`config.mk`:
```
export PLATFORM = sky130hd
export DESIGN_NAME = wdt_timer
export DESIGN_NICKNAME = d
export VERILOG_FILES = /design/src/rtl/wdt_timer.sv
export SDC_FILE = /design/constraint.sdc
export NUM_CORES = 1
export LEC_CHECK = 0
export CAP_MARGIN = 20
export CORE_UTILIZATION = 55
export CTS_CLUSTER_DIAMETER = 40
export DETAILED_ROUTE_END_ITERATION = 6
export MAX_ROUTING_LAYER = met4
export PLACE_DENSITY = 0.9
export SLEW_MARGIN = 0
export SYNTH_ARGS = -nofsm -noshare
export SYNTH_HDL_FRONTEND = slang
export SYNTH_SLANG_ARGS = --single-unit
```
`constraint.sdc`:
```
create_clock -name clk -period 4.2 [get_ports clk]
set_input_delay 0.84 -clock clk [delete_from_list [all_inputs] [get_ports clk]]
set_output_delay 0.84 -clock clk [all_outputs]
set_load 0.005 [all_outputs]
```
`src/rtl/wdt_timer.sv`:
```
// wdt_timer: bus-programmable watchdog timer feeding the SoC reset controller.
// Registers: CTRL(0, 2B) KICK(2, 2B) LOAD(4, 4B) COUNT(8, 4B).
// Build option WDT_PRETIMEOUT_EN adds PRE(12, 4B) and a registered irq output.

`ifndef WDT_VA_WIDTH
`define WDT_VA_WIDTH 4
`endif
`ifndef BUS_ACC_WIDTH
`define BUS_ACC_WIDTH 2
`endif
`ifndef BUS_ACC_1B
`define BUS_ACC_1B 2'd0
`endif
`ifndef BUS_ACC_2B
`define BUS_ACC_2B 2'd1
`endif
`ifndef BUS_ACC_4B
`define BUS_ACC_4B 2'd2
`endif
`ifndef BUS_WIDTH
`define BUS_WIDTH 32
`endif
`ifndef XLEN
`define XLEN 32
`endif
`ifndef RST_CAUSE_WDT
`define RST_CAUSE_WDT 8'h03
`endif

module wdt_timer #(
  parameter int unsigned DIV       = 1024,
  parameter logic [31:0] INIT_LOAD = 32'hFFFF_FFFF,
  parameter logic [15:0] KICK_KEY  = 16'h5A5A
) (
  input  logic                      clk,
  input  logic                      rst_ib,
  input  logic [`WDT_VA_WIDTH-1:0]  addr,
  input  logic                      w_rb,
  input  logic [`BUS_ACC_WIDTH-1:0] acc,
  output logic [`BUS_WIDTH-1:0]     rdata,
  input  logic [`BUS_WIDTH-1:0]     wdata,
  input  logic                      req,
  output logic                      resp,
  output logic                      fault,
  output logic                      soc_fault,
  output logic [7:0]                soc_fault_cause,
  output logic [`XLEN-1:0]          soc_fault_addr
`ifdef WDT_PRETIMEOUT_EN
  ,
  output logic                      irq
`endif
);

  localparam int VA = `WDT_VA_WIDTH;
  localparam int BW = `BUS_WIDTH;
  localparam int XW = `XLEN;

  localparam logic [VA-1:0] OFF_CTRL  = VA'(0);
  localparam logic [VA-1:0] OFF_KICK  = VA'(2);
  localparam logic [VA-1:0] OFF_LOAD  = VA'(4);
  localparam logic [VA-1:0] OFF_COUNT = VA'(8);
`ifdef WDT_PRETIMEOUT_EN
  localparam logic [VA-1:0] OFF_PRE   = VA'(12);
`endif

  localparam logic [`BUS_ACC_WIDTH-1:0] ACC_2B = `BUS_ACC_2B;
  localparam logic [`BUS_ACC_WIDTH-1:0] ACC_4B = `BUS_ACC_4B;

  // Prescaler is 17 bits so DIV up to 65536 (last value 65535) fits.
  localparam logic [16:0] PRESC_LAST = 17'(DIV - 1);

  logic          en_reg;
  logic          lock_reg;
  logic [31:0]   load_reg;
  logic [31:0]   count_reg;
  logic [16:0]   presc_reg;

  logic          access_ok;
  logic          valid;
  logic          rd_en;
  logic          ctrl_wr;
  logic          kick_wr;
  logic          load_wr;
  logic [BW-1:0] rd_mux;

  logic          tick;
  logic          timeout;
  logic          en_next;
  logic          en_rise;
  logic [31:0]   count_next;
  logic [16:0]   presc_next;

`ifdef WDT_PRETIMEOUT_EN
  logic [31:0]   pre_reg;
  logic          pre_wr;
  logic          irq_reg;
`endif

  // Address/size/permission decode and read-data selection for the current request.
  always_comb begin
    access_ok = 1'b0;
    rd_mux    = '0;
    if (addr == OFF_CTRL && acc == ACC_2B) begin
      access_ok = !w_rb || !lock_reg;
      rd_mux    = BW'({lock_reg, en_reg});
    end else if (addr == OFF_KICK && acc == ACC_2B) begin
      access_ok = w_rb && (wdata[15:0] == KICK_KEY);
    end else if (addr == OFF_LOAD && acc == ACC_4B) begin
      access_ok = !w_rb || !lock_reg;
      rd_mux    = BW'(load_reg);
    end else if (addr == OFF_COUNT && acc == ACC_4B) begin
      access_ok = !w_rb;
      rd_mux    = BW'(count_reg);
`ifdef WDT_PRETIMEOUT_EN
    end else if (addr == OFF_PRE && acc == ACC_4B) begin
      access_ok = !w_rb || !lock_reg;
      rd_mux    = BW'(pre_reg);
`endif
    end
  end

  assign valid   = req && access_ok;
  assign fault   = req && !access_ok;
  assign rd_en   = valid && !w_rb;
  assign ctrl_wr = valid && w_rb && (addr == OFF_CTRL);
  assign kick_wr = valid && w_rb && (addr == OFF_KICK);
  assign load_wr = valid && w_rb && (addr == OFF_LOAD);
`ifdef WDT_PRETIMEOUT_EN
  assign pre_wr  = valid && w_rb && (addr == OFF_PRE);
`endif

  // Prescaler tick, timeout detection and next counter/prescaler values.
  always_comb begin
    tick       = en_reg && (presc_reg == PRESC_LAST);
    // A kick landing on the expiring tick wins and suppresses the fault.
    timeout    = tick && (count_reg == 32'd0) && !kick_wr;
    en_next    = ctrl_wr ? wdata[0] : en_reg;
    en_rise    = en_next && !en_reg;
    count_next = count_reg;
    if (kick_wr || en_rise || timeout) begin
      count_next = load_reg;
    end else if (tick) begin
      // count_reg is non-zero here: a zero count on a tick is a timeout or a kick.
      count_next = count_reg - 32'd1;
    end
    if (kick_wr || en_rise || !en_next || tick) begin
      presc_next = '0;
    end else begin
      presc_next = presc_reg + 17'd1;
    end
  end

  // Control registers and the timer datapath.
  always_ff @(posedge clk or negedge rst_ib) begin
    if (!rst_ib) begin
      en_reg    <= 1'b0;
      lock_reg  <= 1'b0;
      load_reg  <= INIT_LOAD;
      count_reg <= INIT_LOAD;
      presc_reg <= '0;
    end else begin
      en_reg    <= en_next;
      count_reg <= count_next;
      presc_reg <= presc_next;
      if (ctrl_wr) begin
        lock_reg <= lock_reg | wdata[1];
      end
      if (load_wr) begin
        load_reg <= wdata[31:0];
      end
    end
  end

  // Bus response: resp one cycle after a valid request; rdata changes only on valid reads.
  always_ff @(posedge clk or negedge rst_ib) begin
    if (!rst_ib) begin
      resp  <= 1'b0;
      rdata <= '0;
    end else begin
      resp <= valid;
      if (rd_en) begin
        rdata <= rd_mux;
      end
    end
  end

  // One-cycle timeout report towards the reset controller.
  always_ff @(posedge clk or negedge rst_ib) begin
    if (!rst_ib) begin
      soc_fault       <= 1'b0;
      soc_fault_cause <= 8'd0;
      soc_fault_addr  <= '0;
    end else begin
      soc_fault       <= timeout;
      soc_fault_cause <= timeout ? `RST_CAUSE_WDT : 8'd0;
      soc_fault_addr  <= timeout ? XW'(load_reg) : '0;
    end
  end

`ifdef WDT_PRETIMEOUT_EN
  // Pre-timeout threshold register and its sticky interrupt.
  always_ff @(posedge clk or negedge rst_ib) begin
    if (!rst_ib) begin
      pre_reg <= 32'd0;
      irq_reg <= 1'b0;
    end else begin
      if (pre_wr) begin
        pre_reg <= wdata[31:0];
      end
      if (kick_wr || !en_next || timeout) begin
        irq_reg <= 1'b0;
      end else if (en_reg && (pre_reg != 32'd0) && (count_reg <= pre_reg)) begin
        irq_reg <= 1'b1;
      end
    end
  end

  assign irq = irq_reg;
`endif

endmodule

```
* Word level (Yosys, flattened, before mapping) *
Cells that the tools add are included.

word-level totals
  input port bits = 42
  output and inout bits = 75
  flip-flop bits (word level) = 151
  word-level logic and storage cells = 64

operators by class
  equal/unequal tests = 7
  multiplexer cells = 14
  add/subtract/negate cells = 2
  reduce and logical (&&, ||, !) cells = 30
  bitwise operators = 1

operators by type and width
  operator                                             count
  2-to-1 mux 32 bit                                    7
  zero test 32 bit                                     1
  subtractor 32 x 1 -> 32 bit (second input constant)  1
  adder 17 x 1 -> 17 bit (second input constant)       1
  == test 17 x 10 -> 1 bit (second input constant)     1
  2-to-1 mux 17 bit                                    1
  == test 16 x 15 -> 1 bit (second input constant)     1
  logical AND 1 bit                                    16
  zero test 1 bit                                      6
  logical OR 1 bit                                     5
  2-to-1 mux 1 bit                                     5
  == test 4 x 2 -> 1 bit (second input constant)       1
  == test 4 x 3 -> 1 bit (second input constant)       1
  == test 4 bit (second input constant)                1
  zero test 4 bit                                      1
  == test 2 x 1 -> 1 bit (second input constant)       1
  == test 2 bit (second input constant)                1
  2-to-1 mux 2 bit                                     1
  nonzero test 2 bit                                   1
  OR 1 bit                                             1

* Depth between registers and ports, before layout *
  word-level depth = 15
  depth in mapped cells = 8
  depth with buffers taken out = 7

* Worst setup path before layout *
No wires, ideal clock.

  path type = input port to output port
  start point = in addr[2]
  end point = out fault
  data required time = 3360 ps
  data arrival time = 1919 ps
  cell stages on the path = 5
  path buffers = 0
  slack = 1441 ps
  path through = nor3b_1 > nand3_1 > a21oi_1 > nor2_1 > a21boi_0

on the way
  longest elaborated chain between the ends = 8
  elaborated cells on any way between the ends = 14
  those cells by class = eq/ne: 3; mux: 4; reduce/logical: 7

RTL lines
  item                 RTL line  source
  start: declaration   37        input logic [`WDT_VA_WIDTH-1:0] addr,
  == test 4 bit        111       end else if (addr == OFF_COUNT && acc == ACC_4B) begin
  logical AND 1 bit    111
  2-to-1 mux 1 bit     111
  2-to-1 mux 1 bit     108       end else if (addr == OFF_LOAD && acc == ACC_4B) begin
  2-to-1 mux 1 bit     106       end else if (addr == OFF_KICK && acc == ACC_2B) begin
  2-to-1 mux 1 bit *   103       if (addr == OFF_CTRL && acc == ACC_2B) begin
  zero test 1 bit *    123       assign fault = req && !access_ok;
  logical AND 1 bit *  123
  end: declaration     44        output logic fault,

Every way passes the cells marked *; elsewhere a longest branch is shown, timed or not.

* Worst setup path after layout *
Ends and elaborated chain as after synthesis.

==> metrics <==
outcome=completed; final slew viol count=0; Final #Nets=733; vias per cell=6.04; delay of the slowest critical-path stage=0.56 ns; worst hold slack=0.346 ns; Num CTS Buffers=17; Tmin final=3.85 ns; Seq/Total Area, Yosys=50.5%; Antenna diodes=0; post-synthesis async set-or-reset flop share=100%; root buffer cell=clkbuf_16; vias in the first global route=5469; Worst Max-Slew Pin Slew=1.15 ns; Synth area leader=dfrtp_1; Syn Area/Cell=12.9 um^2; Critical Path Source Type=input pin; f_max=0.260 GHz; RePlAce Congestion=0.884; endpoints failing setup=0; CP endpoint kind=output port; Final period util=91.6%; CP Max Fanout=7; Area Growth Syn to Fin=24.6%; die area=14200 um^2; initial antenna violation count=0; crit-path cells=clkdlybuf4s50_1, or3b_4, o32ai_1, nand2b_1, nor2_1, a21boi_0, clkdlybuf4s50_1; Post-synth EDFFs=0; Primary FF master, synth=dfrtp_1; Synth Register Bits=149; core area=13300 um^2; DRC=0; H-tree Lvls=4; fillers=889; mapped cell area=7540 um^2; most frequent CP cell=clkdlybuf4s50_1; grt total ovfl=0; FF-to-FF Start=presc_reg[0]; Worst EP required=3.36 ns; via count=5304; Pwr Density=353 nW/um^2; Port Buffer Count=110; slowest cell on the critical path=clkdlybuf4s50_1; commonest non-fill, non-tap cells in the layout=109 x clkdlybuf4s50_1, 85 x dfrtp_1, 64 x dfstp_2; drt total wl=18.6 mm; average wire per cell in the routed design=21.1 um; setup TNS=0 ns; Antenna Nets Post-Route=0; row count=42; clock buffer depth=2; PostCTS Resize Cnt=0; Max-Cap Viols=0; RSZ-0062 raised after global routing=false; Critical Path AT=3.01 ns; Die Width=119 um; Synthesis Warnings=0; largest net degree at the start of global routing=124; CTS sink cnt=149; chip height=119 um; first-pass GRT wire length=30.5 mm; CTS Hold Bufs=0; Worst-Skew Late Latency=0.42 ns; Starting Density=56.7%; total global-route track usage=29.0%; Worst-path clk slew=0.06 ns; Final Skew=0.00772 ns; Max transition margin=23.6%; IO Count=117; cell count after synthesis=585; worst hold-check path type=in2async; Setup CP Type=in2out; R2R Setup Slk=0.79 ns; final hold violation count=0; leakage power=4.23 nW; dpl hpwl=12.0 mm; layout cells sized above 1=32.1%; CTS tree=built; dominant cells by area after synthesis=dfrtp_1 28%, dfstp_2 22%, mux2_4 12%; r2r endpoint=count_reg[31]; cell depth of the worst flop-to-flop path=6; DR iter-0 viols=422; Synth top area share=28.2%; Peak supply drop=0.286 mV; post-route core utilization=70.7%; most common cell after layout, fill and taps aside=clkdlybuf4s50_1; Distinct cells, synth=59; TritonRoute pass-1 iters=4; postcts setup bufs=0
## area by class of cell
cell class	instances	area, um^2	area share, %
flip-flops and latches	149	3810	40.5
multi-input cells	391	3500	37.3
repair buffers	125	1230	13.1
clock buffers	24	492	5.23
well taps	176	220	2.34
clock inverters	8	121	1.29
inverters	5	18.8	0.200
## cells in the mapped netlist, types with 7 or more instances
| cell | count |
|---|---|
| xnor2_1 | 16 |
| a21oi_1 | 8 |
| nor3b_1 | 34 |
| a22o_1 | 30 |
| nand3_1 | 19 |
| nand4b_1 | 7 |
| xor2_1 | 31 |
| a211oi_1 | 10 |
| nor4_1 | 23 |
| nor3_1 | 13 |
| dfrtp_1 | 85 |
| mux2_2 | 35 |
| nand2_1 | 9 |
| nor2_1 | 15 |
| nand4_1 | 11 |
| dfstp_2 | 64 |
| buf_4 | 8 |
| clkbuf_1 | 23 |
| mux2_4 | 60 |
## report_power, final
| part | internal (mW) | leakage (nW) | total (mW) | switching, mW |
|---|---|---|---|---|
| registers | 1.49 | 1.85 | 1.53 | 0.0413 |
| logic | 0.102 | 2.08 | 0.206 | 0.104 |
| clock network | 0.997 | 0.301 | 1.58 | 0.585 |
| total | 2.59 | 4.23 | 3.32 | 0.730 |
## layer usage
| metal | vias up | track usage [%] | wire [um] |
|---|---|---|---|
| li1 | 2359 | - | - |
| met2 | 207 | 43.5 | 8910 |
| met5 | - | - | 0 |
| met4 | 0 | 10.8 | 295 |
| met1 | 2713 | 38.9 | 8260 |
| met3 | 25 | 6.18 | 1110 |
## critical path, delay by kind of cell
| family | cells | cell delay, ns |
|---|---|---|
| AO/OA/AOI/OAI | 2 | 0.26 |
| buffers and inverters | 2 | 1.03 |
| AND/OR/NAND/NOR | 3 | 0.88 |
## stage by stage
| step | setup slack [ns] | std cells | cell area, um^2 | total power, mW |
|---|---|---|---|---|
| after floorplan | 1.44 | 590 | 7560 | 1.64 |
| final | 0.354 | 878 | 9400 | 3.32 |
| after CTS | 0.381 | 877 | 9370 | 3.33 |
| after detailed placement | 0.384 | 845 | 8760 | 1.75 |
| after global placement | 0.505 | 845 | 8760 | 1.74 |
| after global routing | 0.188 | 878 | 9400 | 3.42 |
## worst max path at each step
stage,startpoint,slack (ns),depth (start not counted),end
after floorplan,addr[2],1.44,5,fault
after global placement,addr[2],0.50,7,fault
after detailed placement,addr[2],0.38,7,fault
after CTS,addr[2],0.38,7,fault
after global routing,addr[2],0.19,7,fault
final,addr[2],0.35,7,fault
## cells by family (layout without fill, tap and decap cells)
| kind of cell | Yosys count | in the layout | synth area share (%) |
|---|---|---|---|
| AOI/OAI and AO/OA | 60 | 60 | 6.32 |
| xor gates and xnor gates | 47 | 47 | 5.46 |
| adders and majority gates | 2 | 2 | 0.332 |
| buffers and inverters | 50 | 162 | 3.58 |
| DFF | 149 | 149 | 50.5 |
| muxes | 97 | 97 | 17.5 |
| other | 1 | 6 | 0.0497 |
| and+or+nand+nor | 179 | 179 | 16.3 |
No activity file was read; power rests on OpenSTA's default activity.
